==> src/rtl/shift_sequencer.sv <==
// Multi-cycle LSL/LSR/ASR/ROR unit. It applies up to 2^STEP_BITS-1 positions per
// clock and reports through a start/busy/done handshake.
module shift_sequencer #(
  parameter int WIDTH     = 8,
  parameter int AMT_W     = 8,
  parameter int STEP_BITS = 3
) (
  input  logic             clk,
  input  logic             reset,
  input  logic             start,
  input  logic [1:0]       op,
  input  logic [WIDTH-1:0] data_in,
  input  logic [AMT_W-1:0] amount,
  output logic [WIDTH-1:0] result,
  output logic             carry,
  output logic             zero,
  output logic             busy,
  output logic             done
);

  localparam int MAX_STEP = (1 << STEP_BITS) - 1;

  typedef enum logic [1:0] {S_IDLE, S_SHIFT, S_DONE} state_t;
  typedef enum logic [1:0] {OP_LSL, OP_LSR, OP_ASR, OP_ROR} op_t;

  state_t               state, state_nxt;
  op_t                  op_q;
  logic [WIDTH-1:0]     work, w_nxt;
  logic [AMT_W-1:0]     rem, rem_nxt, eff;
  logic [STEP_BITS-1:0] step;
  logic                 cy, c_nxt;

  // Larger amounts would only repeat a saturated result, so they are clamped.
  always_comb begin
    eff = amount;
    case (op_t'(op))
      OP_LSL, OP_LSR: if (amount > AMT_W'(WIDTH + 1)) eff = AMT_W'(WIDTH + 1);
      OP_ASR:         if (amount > AMT_W'(WIDTH))     eff = AMT_W'(WIDTH);
      default:        eff = amount % AMT_W'(WIDTH);
    endcase
  end

  always_comb begin
    step    = (rem > AMT_W'(MAX_STEP)) ? STEP_BITS'(MAX_STEP) : rem[STEP_BITS-1:0];
    rem_nxt = rem - AMT_W'(step);
    w_nxt   = work;
    c_nxt   = cy;
    for (int i = 0; i < MAX_STEP; i++) begin
      if (i < int'(step)) begin
        case (op_q)
          OP_LSL: begin c_nxt = w_nxt[WIDTH-1]; w_nxt = {w_nxt[WIDTH-2:0], 1'b0}; end
          OP_LSR: begin c_nxt = w_nxt[0]; w_nxt = {1'b0, w_nxt[WIDTH-1:1]}; end
          OP_ASR: begin c_nxt = w_nxt[0]; w_nxt = {w_nxt[WIDTH-1], w_nxt[WIDTH-1:1]}; end
          default: begin c_nxt = w_nxt[0]; w_nxt = {w_nxt[0], w_nxt[WIDTH-1:1]}; end
        endcase
      end
    end
  end

  always_ff @(posedge clk) begin
    if (reset) state <= S_IDLE;
    else       state <= state_nxt;
  end

  always_comb begin
    state_nxt = state;
    case (state)
      S_IDLE:  if (start) state_nxt = S_SHIFT;
      S_SHIFT: if (rem_nxt == '0) state_nxt = S_DONE;
      default: state_nxt = S_IDLE;
    endcase
  end

  assign busy = (state != S_IDLE);
  assign done = (state == S_DONE);

  // Visible outputs move only on the edge entering DONE.
  always_ff @(posedge clk) begin
    if (reset) begin
      work   <= '0;
      op_q   <= OP_LSL;
      rem    <= '0;
      cy     <= 1'b0;
      result <= '0;
      carry  <= 1'b0;
      zero   <= 1'b1;
    end else begin
      case (state)
        S_IDLE: if (start) begin
          work <= data_in;
          op_q <= op_t'(op);
          rem  <= eff;
          cy   <= 1'b0;
        end
        S_SHIFT: begin
          work <= w_nxt;
          cy   <= c_nxt;
          rem  <= rem_nxt;
          if (rem_nxt == '0) begin
            result <= w_nxt;
            carry  <= c_nxt;
            zero   <= (w_nxt == '0);
          end
        end
        default: ;
      endcase
    end
  end

endmodule
==> config.mk <==
export PLATFORM = sky130hd
export DESIGN_NAME = shift_sequencer
export DESIGN_NICKNAME = d
export VERILOG_FILES = /design/src/rtl/shift_sequencer.sv
export SDC_FILE = /design/constraint.sdc
export NUM_CORES = 1
export LEC_CHECK = 0
export ABC_AREA = 1
export ABC_CLOCK_PERIOD_IN_PS = 3400
export BUFFER_PORTS_ARGS = -buffer_cell sky130_fd_sc_hd__buf_2
export CORE_MARGIN = 1.5
export CORE_UTILIZATION = 40
export DETAILED_ROUTE_END_ITERATION = 10
export SLEW_MARGIN = 5
export SYNTH_ARGS = -nofsm -noshare
export SYNTH_HDL_FRONTEND = slang
export SYNTH_SLANG_ARGS = --single-unit
==> constraint.sdc <==
create_clock -name clk -period 3.4 [get_ports clk]
set_input_delay 0.68 -clock clk [delete_from_list [all_inputs] [get_ports clk]]
set_output_delay 0.68 -clock clk [all_outputs]
set_load 0.005 [all_outputs]
Yosys cells after proc, flatten, opt, wreduce, memory -nomap -nowiden
Cells that the tools add are included.
Widths: inputs -> output; s select.
{ "word_totals": {"register_bits": 31, "in_bits": 21, "output_inout_bits": 12} }
{ "classes": {"n_addsub": 1, "order_cmp": 10, "eq_ne": 8, "n_mux": 41, "n_reduce_logical": 12} }
{ "ops": {"columns": ["operator", "n"], "rows": [
  ["$pmux 8 s3", 7],
  ["$mux 8", 11],
  ["$pmux 8 s2", 3],
  ["$gt 8x4->1 const B", 2],
  ["$logic_not 8->1", 2],
  ["$mux 1", 15],
  ["$lt 3x3->1 const A", 3],
  ["$gt 8x3->1 const B", 1],
  ["$reduce_and 2->1", 4],
  ["$sub 8x3->8", 1],
  ["$eq 2x1->1 const B", 3],
  ["$eq 2x2->1 const B", 3],
  ["$logic_not 2->1", 3],
  ["$lt 1x3->1 const A", 2],
  ["$lt 2x3->1 const A", 2],
  ["$mux 2", 2],
  ["$ne 2x2->1 const B", 2],
  ["$pmux 2 s2", 1],
  ["$reduce_bool 2->1", 2],
  ["$mux 3", 1],
  ["$pmux 1 s2", 1],
  ["$reduce_or 2->1", 1]
]} }

Depth between registers and ports, before layout
{ "logic_depth": {"ltp_word": 17, "mapped_depth": 25, "ltp_nobuf": 25} }

Worst setup path after synthesis
OpenSTA, ideal clock, no wires.
{ "synth_timing": {"path_kind": "reg-to-reg", "startpoint": "register rem[5]", "endpoint": "register zero", "setup_time_ps": 115, "arrival_time_ps": 2237, "t_required_ps": 3285, "slack_ps": 1048, "path_stages_with_launch": 24, "n_path_buf": 1, "synth_period_minus_slack_ps": 2352, "cell_sequence": "dfxtp_1 nor2_4 nand4_4 nor2_8 buf_6 nand3_2 nand3_1 nand3_2 nand2_1 nand3_2 inv_2 nand2_2 nand3_1 nand3_1 nand2_1 nand3_1 nand2_1 clkinv_1 nand2_1 nor2_1 nand2_1 nor2_1 nand2_1 nand2_1"} }
{ "synth_via": {"elab_chain_len": 17, "elab_cells_between_ends": 26, "classes_between": "add/sub: 1; order compare: 8; mux: 14; reduce/logical: 3"} }
{ "synth_lines": {"columns": ["item", "line_no", "source"], "rows": [
  ["start: declaration", "29", "logic [AMT_W-1:0] rem, rem_nxt, eff;"],
  ["start signal: assignment", "98", "rem <= rem_nxt;"],
  ["$gt 8x3->1", "44", "step = (rem > AMT_W'(MAX_STEP)) ? STEP_BITS'(MAX_STEP) : rem[STEP_BITS-1:0];"],
  ["$mux 3", "44", null],
  ["$lt 1x3->1", "49", "if (i < int'(step)) begin"],
  ["$mux 8", "49", null],
  ["$pmux 8 s3", "50", "case (op_q)"],
  ["$mux 8", "49", null],
  ["$pmux 8 s3", "50", null],
  ["$mux 8", "49", null],
  ["$pmux 8 s3", "50", null],
  ["$mux 8", "49", null],
  ["$pmux 8 s3", "50", null],
  ["$mux 8", "49", null],
  ["$pmux 8 s3", "50", null],
  ["$mux 8", "49", null],
  ["$pmux 8 s3", "50", null],
  ["$mux 8", "49", null],
  ["$logic_not 8->1", "102", "zero <= (w_nxt == '0);"],
  ["end signal: assignment", "102", null],
  ["end: declaration", "16", "output logic zero,"]
]} }
Parallel ways exist; a longest one is shown, timed or not.
A chain may end at the register's enable or synchronous reset.

Final worst setup path
Same ends and word-level chain as after synthesis.

==> metrics.txt <==
register area share after synthesis=0.216; Cell Rows=30; vias in the first global route=3,059; register area=621 um2; Hold Crit Class=reg2reg; fin. max-slew vios=0; Residual DRC=0; Clock Latency Late Sink=280 ps; Critical path destination=zero; routed wire length=8790 um; initial drt markers=254; critical path type=reg2reg; most frequent cells in the layout=nand2_1 (156), nand3_1 (71), inv_1 (44), buf_2 (32); CP Max Fanout=8; DP HPWL=6930 um; slew at the pin with the worst max-slew slack=514 ps; Die Height=87.8 um; Final Hold Viols=0; Final GP Congestion=0.873; Sink Count=31; first-pass GRT wire length=14,700 um; largest net degree at the start of global routing=20; H-Tree Depth=2; Synth Warn #=0; number of buffers created by CTS=5; drt first pass iters=5; Reg clk slew, reported paths=70 ps; Syn Std Cell Area=0.00288 mm2; # resized after CTS=0; synthesized area per cell=5.87 um2; status=finished clean; Tot GR Track Use=0.242; Antenna diodes=0; Setup Buffers After CTS=0; Detail Route Antenna Nets=0; WL/cell=14.3 um; post-layout min period=2950 ps; Final setup viols=0; critical register-to-register path endpoint=zero; area grow syn2layout=11.4%; Worst R2R Start=rem[5]; CTS tree=done; Syn Nets=513; data required time of the worst path=3620 ps; initial antenna violation count=0; CP Launch Type=register; Root Driver=clkbuf_8; fmax=0.340 GHz; crit path capture type=register; Critical Path AT=3170 ps; Syn Inst Count=490; Max-Cap Viols=0; Die Width=87.8 um; Top-Level Pins=33; initial core utilization=0.419; Final #Nets=541; CP startpoint=rem[5]; most common cell after layout, fill and taps aside=nand2_1; Core ar.=0.00687 mm2; Clock Tree Buf Depth=2; die outline area=0.00771 mm2; Max-slew headroom=0.655; grt total ovfl=0; flops & latches, synth=31; via count=3,377; Final period util=0.866; worst hold slack=471 ps; share of layout cells above drive strength 1=0.153; Fill cells=747; R2R setup slack=450 ps; multi-input gate area in the final layout=0.00198 mm2; CTS hold repair buffers=0; Synth cell types=38; Via-to-Cell Ratio=5.50; Worst Skew=6.70 ps; port bufs=32; Reg2Reg Depth=21; setup_tns=0 ps; RSZ-0062 raised after global routing=no; Layout Utilization=0.466
worst max-delay path, cell delays in order, from the launching register on:
cell,delay (ps)
dfxtp_1,380
nor2_4,200
nand4_4,230
nor2_1,420
nor2_1,220
nand4_1,140
nand2_1,100
nand2_1,90
nand2_1,70
nand2_1,110
nand2_1,70
nand2_1,50
nand2_1,90
nand2_1,70
nand2_1,90
nor2_1,140
nand2_1,70
nor2_1,80
nand2_1,60
nor2_1,100
nand2_1,60
nand2_1,50
flip-flops by register name, summed over array words and instances, names as in the netlist:
signal	flops
cy	1
zero	1
work	8
state	2
op_q	2
carry	1
rem	8
result	8
per-stage QoR:
step,instance area (um2),std cells,setup slack [ps]
6_report,3200,614,455
5_1_grt,3200,614,63.0
4_1_cts,3200,614,473
3_5_place_dp,3120,607,487
3_3_place_gp,3120,607,479
2_1_floorplan,2880,490,1050
routing by layer:
layer  vias to the layer above  routed length (um)  GRT usage
met2                       114                3940      0.389
met3                        17                 449     0.0292
met1                      1553                4210      0.335
li1                       1693                   -          -
met5                         -                   0          0
met4                         0                 185     0.0823
how the worst min path moves through the flow:
stage                     to  slack (ps)  from  cells past startpoint
after floorplan           cy         450    cy                      2
after global placement    cy         460    cy                      2
after detailed placement  cy         460    cy                      2
after CTS                 cy         470    cy                      2
after global routing      cy         490    cy                      2
final                     cy         470    cy                      2
cell type report:
type	instances	share of cell area
clock buffer	6	0.0258
multi-input combinational	392	0.619
inverter	50	0.0586
clock inverter	1	0.00156
tap	96	0.0375
timing repair buffer	38	0.0640
sequential	31	0.194
cell families (layout without fill, tap and decap cells):
kind of cell | count (synthesis) | in the layout | synth area share
AOI/OAI and AO/OA | 78 | 78 | 0.155
adders and majority gates | 2 | 2 | 0.00870
DFF | 31 | 31 | 0.216
xor gates and xnor gates | 4 | 4 | 0.0122
and+or+nand+nor | 308 | 308 | 0.514
buffers and inverters | 67 | 95 | 0.0948
synthesized netlist by cell type, drive strengths merged:
cell type / n / share of area
nor2: 40 / 0.075
inv: 48 / 0.063
a31oi: 12 / 0.026
o31ai: 1 / 0.0026
xor2: 4 / 0.012
clkbuf: 6 / 0.0078
o211ai: 4 / 0.010
o22ai: 1 / 0.0022
or2: 1 / 0.0022
o21ai: 34 / 0.063
nor3: 3 / 0.0052
nand4: 18 / 0.044
o21bai: 1 / 0.0026
nand2: 163 / 0.22
nand3: 81 / 0.16
a211o: 1 / 0.0030
ha: 2 / 0.0087
clkinv: 2 / 0.0026
a22oi: 2 / 0.0052
a21oi: 21 / 0.037
nor4: 1 / 0.0022
nor3b: 1 / 0.0026
dfxtp: 31 / 0.22
buf: 11 / 0.022
o2111ai: 1 / 0.0030
Power is left out: the tool's default activity adds up to more than one toggle a clock period on the data nets, which glitch-free logic cannot reach.
